===== config.mk =====
export PLATFORM = sky130hd
export DESIGN_NAME = wb_arbiter_flat
export DESIGN_NICKNAME = d
export VERILOG_FILES = /design/src/rtl/wb_arbiter_if.sv /design/src/rtl/wb_arbiter.sv /design/src/flat_wrapper.sv
export SDC_FILE = /design/constraint.sdc
export NUM_CORES = 1
export LEC_CHECK = 0
export BUFFER_PORTS_ARGS = -buffer_cell sky130_fd_sc_hd__buf_2
export CORE_MARGIN = 4
export CORE_UTILIZATION = 40
export CTS_CLUSTER_DIAMETER = 120
export DETAILED_ROUTE_END_ITERATION = 8
export GPL_TIMING_DRIVEN = 0
export PLACE_DENSITY_LB_ADDON = 0.25
export SLEW_MARGIN = 20
export SYNTH_ARGS = -nofsm -noshare
export SYNTH_HDL_FRONTEND = slang
export SYNTH_SLANG_ARGS = --single-unit
export TNS_END_PERCENT = 20

===== constraint.sdc =====
create_clock -name clk -period 10.98 [get_ports clk]
set_input_delay 1.098 -clock clk [delete_from_list [all_inputs] [get_ports clk]]
set_output_delay 1.098 -clock clk [all_outputs]
set_load 0.03 [all_outputs]

===== src/rtl/wb_arbiter_if.sv =====
// Writeback bus bundle: integer and FP result offers plus the single
// register-file write port driven by wb_arbiter.
interface wb_arbiter_if #(
    parameter int DATA_W = 32,
    parameter int ADDR_W = 5,
    parameter int DEPTH  = 4
);
    localparam int CW = $clog2(DEPTH) + 1;

    logic              int_valid;
    logic              int_ready;
    logic [ADDR_W-1:0] int_dst;
    logic [DATA_W-1:0] int_data;
    logic              fp_valid;
    logic              fp_ready;
    logic [ADDR_W-1:0] fp_dst;
    logic [DATA_W-1:0] fp_data;
    logic              wb_write;
    logic              wb_fp_write;
    logic [ADDR_W-1:0] wb_dst;
    logic [DATA_W-1:0] wb_rd;
    logic [CW-1:0]     fp_count;

    modport master (
        output int_valid, int_dst, int_data,
        output fp_valid, fp_dst, fp_data,
        input  int_ready, fp_ready,
        input  wb_write, wb_fp_write, wb_dst, wb_rd, fp_count
    );

    modport slave (
        input  int_valid, int_dst, int_data,
        input  fp_valid, fp_dst, fp_data,
        output int_ready, fp_ready,
        output wb_write, wb_fp_write, wb_dst, wb_rd, fp_count
    );
endinterface


===== src/rtl/wb_arbiter.sv =====
// Writeback arbiter: one registered write port shared by 1-cycle int results
// and FIFO-buffered FP results. WB_FP_BYPASS_EN lets FP skip an idle FIFO.
module wb_arbiter #(
    parameter int DATA_W = 32,
    parameter int ADDR_W = 5,
    parameter int DEPTH  = 4
) (
    input  logic        clk,
    input  logic        reset,
    wb_arbiter_if.slave bus
);
    localparam int PW = $clog2(DEPTH);
    localparam int CW = PW + 1;

    logic [DATA_W-1:0] mem_data_q [DEPTH];
    logic [ADDR_W-1:0] mem_dst_q  [DEPTH];
    logic [PW-1:0]     rd_ptr_q, rd_ptr_d;
    logic [PW-1:0]     wr_ptr_q, wr_ptr_d;
    logic [CW-1:0]     count_q, count_d;
    logic              wb_write_q, wb_write_d;
    logic              wb_fp_write_q, wb_fp_write_d;
    logic [ADDR_W-1:0] wb_dst_q, wb_dst_d;
    logic [DATA_W-1:0] wb_rd_q, wb_rd_d;
    logic              full, empty, push, pop, bypass;

    always_comb begin
        full   = count_q == CW'(DEPTH);
        empty  = count_q == '0;
        pop    = full || (!bus.int_valid && !empty);
        push   = bus.fp_valid && !full;
        bypass = 1'b0;
`ifdef WB_FP_BYPASS_EN
        bypass = push && empty && !bus.int_valid;
        push   = push && !bypass;
`endif
        wb_write_d    = 1'b0;
        wb_fp_write_d = 1'b0;
        wb_dst_d      = wb_dst_q;
        wb_rd_d       = wb_rd_q;
        if (pop) begin
            wb_fp_write_d = 1'b1;
            wb_dst_d      = mem_dst_q[rd_ptr_q];
            wb_rd_d       = mem_data_q[rd_ptr_q];
        end else if (bus.int_valid) begin
            // r0 is hardwired: slot is consumed but nothing is written
            wb_write_d = |bus.int_dst;
            wb_dst_d   = bus.int_dst;
            wb_rd_d    = bus.int_data;
        end else if (bypass) begin
            wb_fp_write_d = 1'b1;
            wb_dst_d      = bus.fp_dst;
            wb_rd_d       = bus.fp_data;
        end
        rd_ptr_d = rd_ptr_q + PW'(pop);
        wr_ptr_d = wr_ptr_q + PW'(push);
        count_d  = count_q + CW'(push) - CW'(pop);
    end

    always_ff @(posedge clk) begin
        if (reset) begin
            rd_ptr_q      <= '0;
            wr_ptr_q      <= '0;
            count_q       <= '0;
            wb_write_q    <= 1'b0;
            wb_fp_write_q <= 1'b0;
            wb_dst_q      <= '0;
            wb_rd_q       <= '0;
        end else begin
            rd_ptr_q      <= rd_ptr_d;
            wr_ptr_q      <= wr_ptr_d;
            count_q       <= count_d;
            wb_write_q    <= wb_write_d;
            wb_fp_write_q <= wb_fp_write_d;
            wb_dst_q      <= wb_dst_d;
            wb_rd_q       <= wb_rd_d;
        end
    end

    always_ff @(posedge clk) begin
        if (push && !reset) begin
            mem_data_q[wr_ptr_q] <= bus.fp_data;
            mem_dst_q[wr_ptr_q]  <= bus.fp_dst;
        end
    end

    assign bus.int_ready   = !full;
    assign bus.fp_ready    = !full;
    assign bus.wb_write    = wb_write_q;
    assign bus.wb_fp_write = wb_fp_write_q;
    assign bus.wb_dst      = wb_dst_q;
    assign bus.wb_rd       = wb_rd_q;
    assign bus.fp_count    = count_q;
endmodule

===== src/flat_wrapper.sv =====
// flat-port wrapper written by rule: the top's interface ports become plain ports
module wb_arbiter_flat 
#(
    parameter int DATA_W = 32,
    parameter int ADDR_W = 5,
    parameter int DEPTH  = 4
)
  (clk, reset, bus_int_valid, bus_int_dst, bus_int_data, bus_fp_valid, bus_fp_dst, bus_fp_data, bus_int_ready, bus_fp_ready, bus_wb_write, bus_wb_fp_write, bus_wb_dst, bus_wb_rd, bus_fp_count);
  wb_arbiter_if #(.DATA_W(DATA_W), .ADDR_W(ADDR_W), .DEPTH(DEPTH)) bus_i ();
  input  logic clk;
  input  logic reset;
  input wire logic [$bits(bus_i.int_valid)-1:0] bus_int_valid;
  input wire logic [$bits(bus_i.int_dst)-1:0] bus_int_dst;
  input wire logic [$bits(bus_i.int_data)-1:0] bus_int_data;
  input wire logic [$bits(bus_i.fp_valid)-1:0] bus_fp_valid;
  input wire logic [$bits(bus_i.fp_dst)-1:0] bus_fp_dst;
  input wire logic [$bits(bus_i.fp_data)-1:0] bus_fp_data;
  output wire logic [$bits(bus_i.int_ready)-1:0] bus_int_ready;
  output wire logic [$bits(bus_i.fp_ready)-1:0] bus_fp_ready;
  output wire logic [$bits(bus_i.wb_write)-1:0] bus_wb_write;
  output wire logic [$bits(bus_i.wb_fp_write)-1:0] bus_wb_fp_write;
  output wire logic [$bits(bus_i.wb_dst)-1:0] bus_wb_dst;
  output wire logic [$bits(bus_i.wb_rd)-1:0] bus_wb_rd;
  output wire logic [$bits(bus_i.fp_count)-1:0] bus_fp_count;
  assign bus_i.int_valid = bus_int_valid;
  assign bus_i.int_dst = bus_int_dst;
  assign bus_i.int_data = bus_int_data;
  assign bus_i.fp_valid = bus_fp_valid;
  assign bus_i.fp_dst = bus_fp_dst;
  assign bus_i.fp_data = bus_fp_data;
  assign bus_int_ready = bus_i.int_ready;
  assign bus_fp_ready = bus_i.fp_ready;
  assign bus_wb_write = bus_i.wb_write;
  assign bus_wb_fp_write = bus_i.wb_fp_write;
  assign bus_wb_dst = bus_i.wb_dst;
  assign bus_wb_rd = bus_i.wb_rd;
  assign bus_fp_count = bus_i.fp_count;
  wb_arbiter #(.DATA_W(DATA_W), .ADDR_W(ADDR_W), .DEPTH(DEPTH)) u_core (.clk(clk), .reset(reset), .bus(bus_i));
endmodule

* Word-level counts from Yosys, hierarchy flattened
Memories as Yosys holds them, arrays and structs flattened. A register that Yosys moved wholly into a read port is not among the register bits.
Index checks and enable logic that the tools add are counted.
** Operators by class
- $add $sub $neg :: 4
- Equality and inequality tests :: 1
- Mux-type cells :: 9
- Bitwise gates (word level) :: 1
- Reduce and logical (&&, ||, !) cells :: 12
** Operators by type and width (number)
- 32-bit two-way mux :: 2
- 5-bit two-way mux :: 2
- 5-bit OR reduction :: 1
- 2-bit by 1-bit adder with 2-bit output :: 2
- 1-bit zero test :: 4
- 2-bit two-way mux :: 2
- 3-bit by 1-bit adder with 3-bit output :: 1
- 3-bit == test (second input constant) :: 1
- 1-bit logical AND :: 3
- 3-bit zero test :: 1
- 1-bit two-way mux :: 3
- 3-bit OR reduction :: 1
- 3-bit by 1-bit subtractor with 3-bit output :: 1
- 2-bit nonzero test :: 1
- 1-bit logical OR :: 1
- 1-bit NOT :: 1
** Word-level totals
- Flip-flop bits (word level) :: 46
- Bits in writable memories :: 148
- Output and inout bits :: 44
- Memories kept :: 2
** Memory list
- u_core.mem_data_q :: words 4, bits a word 32, rd ports 1, clocked after memory_dff 1, write ports 1, RTL line wb_arbiter.sv:15 : logic [DATA_W-1:0] mem_data_q [DEPTH];
- u_core.mem_dst_q :: words 4, bits a word 5, rd ports 1, clocked after memory_dff 1, write ports 1, RTL line wb_arbiter.sv:16 : logic [ADDR_W-1:0] mem_dst_q [DEPTH];

* Longest topological paths before layout
- Word-level depth :: 6
- Mapped depth :: 14

* Worst setup path before layout
No wires, ideal clock.
- Path type :: input to register
- Start :: in reset
- End :: mem u_core.mem_data_q[1][0], enable pin
- Library setup time :: 537 ps
- Arrival :: 5196 ps
- Required time :: 10443 ps
- Path slack :: 5247 ps
- Stages on the path :: 2
- Path buffers :: 1
- Path through :: clkbuf_1 > nor4b_1
** Between the ends
- Longest elaborated chain between the ends :: 4
** Ends and longest elaborated chain
- start: declaration :: RTL line flat_wrapper.sv:11 : input logic reset;
- 1-bit zero test :: RTL line wb_arbiter.sv:80 : if (push && !reset) begin
- 1-bit logical AND :: RTL line wb_arbiter.sv:80
- 1-bit two-way mux :: RTL line wb_arbiter.sv:80
- 1-bit two-way mux (not written as such) :: RTL line wb_arbiter.sv:81 : mem_data_q[wr_ptr_q] <= bus.fp_data;
- end: declaration :: RTL line wb_arbiter.sv:15
No other way between the ends.

* Worst setup path after layout
- Start :: in bus_int_valid
- End :: reg u_core.count_q[2] (netlist: u_core.bus.fp_count[2])
** Between the ends
- Longest elaborated chain between the ends :: 4
** Ends and longest elaborated chain
- start: declaration :: RTL line flat_wrapper.sv:12 : input wire logic [$bits(bus_i.int_valid)-1:0] bus_int_valid;
- 1-bit zero test :: RTL line wb_arbiter.sv:29 : pop = full || (!bus.int_valid && !empty);
- 1-bit logical AND :: RTL line wb_arbiter.sv:29
- 1-bit logical OR :: RTL line wb_arbiter.sv:29
- via u_core.pop :: RTL line wb_arbiter.sv:24 : logic full, empty, push, pop, bypass;
- 3-bit by 1-bit subtractor with 3-bit output :: RTL line wb_arbiter.sv:56 : count_d = count_q + CW'(push) - CW'(pop);
- end signal: assignment :: RTL line wb_arbiter.sv:71 : count_q <= count_d;
- end: declaration :: RTL line wb_arbiter.sv:19 : logic [CW-1:0] count_q, count_d;
The timed path passes the listed nets, and every way through them passes these cells.
A chain may end at the register's enable or synchronous reset.

==> results.cfg <==
[logic_synthesis]
syn-num-nets = 486
synth.avg_cell_area_sq_um = 18.68
synthFlopType = edfxtp_1
ys_warn_count = 0
synthArstFlopShare_pct = 0
synth_top_cell_by_area = edfxtp_1
ys_types = 31
syn_area_sq_um = 7527
synth.area.top_cells = edfxtp_1 (59%), dfxtp_1 (12%), mux4_2 (11%), mux2i_1 (4.3%), a211oi_2 (2.3%)
synthCells = 403
synth_top_area_share_pct = 59.04
yosysSeqAreaShare_pct = 71.28
ys_ff_latch = 194
synth_edf_count = 148

[layout]
design_area_sq_um = 9189
area_growth_pct = 22.07
mostFrequentLayoutCells = edfxtp_1 (148), buf_2 (137), dfxtp_1 (46), mux4_2 (37), nor3_1 (33)
drive_above_1_share_pct = 43.28
stdcell_count = 809
finalNetCount = 650
layout_commonest_cell = edfxtp_1
diodes = 0
fillers = 1517

[drt]
via_per_inst = 5.237
finalWirelength_mm = 16.40
initialDrtViolationCount = 238
wl_per_cell_microns = 20.27
ant_nets = 0
drc = 0
dr.pass1.iters = 4
dr_total_vias = 4237

[power_and_ir_drop]
switching_power_mw = 0.7541
power.density_nw_per_um2 = 247.2
ir_drop_mv = 0.1368
switching_share_pct = 33.20
p_leak_nw = 3.387
power_frac_seq_pct = 41.3
clkPwrFrac_pct = 26.1
pwr-share-comb_pct = 32.6
p_int_mw = 1.517

[setup_path]
slowest_delay_ns = 0.39
cp_max_fo = 10
crit_family = adder cells
criticalPathCategory = in2reg
path_cells = buf_6, o21a_1, clkbuf_2, or2_1, buf_2, buf_6, inv_1, ha_1, inv_1, ha_1, fa_1, xnor2_1, xnor2_1, nor2_1
worst_path_max_delay_cell = fa_1
crit_arrival_ns = 3.41
required_ns = 11.28
cp-end-kind = flop
crit_path_start_kind = primary input
path_buf_inv = 6

[sta]
worst_pin_slew_ns = 0.8531
worst_hold_slack_ns = 0.5625
final_hold_viol_count = 0
tns_ns = 0
fin_skew_ns = 0.008850
rsz0062_at_grt = false
fmaxAchievable_mhz = 321.5
drv_slew = 0
finalSetupViolCount = 0
relSlewSlack_pct = 43.13
period_needed_ns = 3.110
fin_crit_sh_pct = 28.33
timing.final.ws_setup_ns = 7.870

[grt]
first_global_vias = 4634
grt_usage_pct = 16.09
antenna_found_initial = 2
grt_pass1_wl_mm = 25.92
grt_overflow_total = 0
grt_max_degree = 17

[placement]
routabilityCongestion = 0.7260
portBuffers = 120
dp_cells = 777
dp_worst_setup_slack_ns = 7.424
dpl-instance-area_sq_um = 8616
hpwl_mm = 11.85

[floorplanning]
core_sq_um = 18210
io-pin-count = 122
die_area_sq_um = 21080
rows = 49
start_util_pct = 41.34
fp.dieW_microns = 145.2
dieHeight_microns = 145.2

[clock_tree]
cts_resized = 0
cts_tree = yes
path_clk_slew_ns = 0.07
cts_hold_buffers = 0
cts_made_buffers = 17
cts.path.max_buffers = 2
post_cts_buffers = 0
cts-root-buf = clkbuf_16
htree_levels = 4
cts_sinks = 194
insertion_delay_ns = 0.42

[run_status]
status = finished clean

[run]
drv_cap = 0

[min_path]
hold_path_class = reg2reg
## through the flow
step	total power [mW]	utilization (%)
after floorplan	1.478	-
after global placement	1.682	46.21
after detailed placement	1.704	47.32
after CTS	2.298	50.46
after global routing	2.395	50.46
final	2.271	50.46
## synthesized netlist by cell type (2+ instances only)
cell type,n
a211oi_1,18
a211oi_2,14
a221o_1,5
buf_2,6
buf_4,5
buf_6,5
clkbuf_1,12
dfxtp_1,46
edfxtp_1,148
ha_1,4
inv_1,6
mux2i_1,32
mux4_2,37
nor2_1,3
nor2b_1,4
nor3_1,33
nor3b_1,5
nor4b_1,2
o21a_1,2
or4_1,2
xnor2_1,4
## per-layer routing
layer / part of all wire, % / vias up / routed length [microns] / GRT usage [%]
li1: - / 1967 / - / -
met1: 43 / 2119 / 7092 / 20.70
met2: 49 / 129 / 8088 / 26.57
met3: 6.1 / 18 / 994 / 5.145
met4: 1.2 / 4 / 202 / 4.416
met5: 0.13 / - / 21 / 0
## layout make-up
class | count | area [sq um] | area share (%)
Clock inverter | 12 | 106.4 | 1.157
Multi-Input combinational cell | 173 | 1996 | 21.72
Buffer | 30 | 177.7 | 1.934
Timing Repair Buffer | 145 | 768.2 | 8.361
Tap cell | 229 | 286.5 | 3.118
Sequential cell | 194 | 5365 | 58.39
Inverter | 6 | 22.52 | 0.2451
Clock buffer | 20 | 466.7 | 5.079
## tightest hold or removal path, stage by stage, from the launching register on
cell      delay [ns]
dfxtp_1         0.31
mux2i_1         0.12
a211oi_1        0.08
## registers in the layout (all words and copies together), names as in the netlist
signal / flops
u_core.rd_ptr_q: 2
u_core.bus.wb_write: 1
u_core.bus.wb_dst: 5
u_core.mem_data_q: 128
u_core.bus.wb_rd: 32
u_core.bus.fp_count: 3
u_core.bus.wb_fp_write: 1
u_core.mem_dst_q: 20
u_core.wr_ptr_q: 2
## logic make-up after synthesis
group	after synthesis	synth area share, %
adders and majority gates	5	0.9309
xor gates and xnor gates	4	0.4654
buffers and inverters	36	2.659
AOI/OAI and AO/OA	39	4.987
DFF	194	71.28
muxes	69	15.33
and+or+nand+nor	56	4.355
## final timing paths
| check | slack (ns) | startpoint | cells past startpoint | end |
|---|---|---|---|---|
| min | 0.56 | u_core.bus.wb_rd[25] | 2 | u_core.bus.wb_rd[25] |
| max | 7.87 | bus_int_valid | 14 | u_core.bus.fp_count[2] |
| min reg2reg | 0.56 | u_core.bus.wb_rd[25] | 2 | u_core.bus.wb_rd[25] |
| max reg2reg | 8.04 | u_core.bus.fp_count[1] | 12 | u_core.bus.fp_count[2] |
## power by group through the flow
stage | Sequential [mW] | Clock [mW] | Combinational, mW
final | 0.938 | 0.594 | 0.740
after CTS | 0.938 | 0.608 | 0.752
after detailed placement | 0.954 | 0 | 0.750
after global routing | 0.950 | 0.644 | 0.801
after floorplan | 1.08 | 0 | 0.400
after global placement | 0.954 | 0 | 0.728
Note: power is estimated with default switching activity, not from simulation.
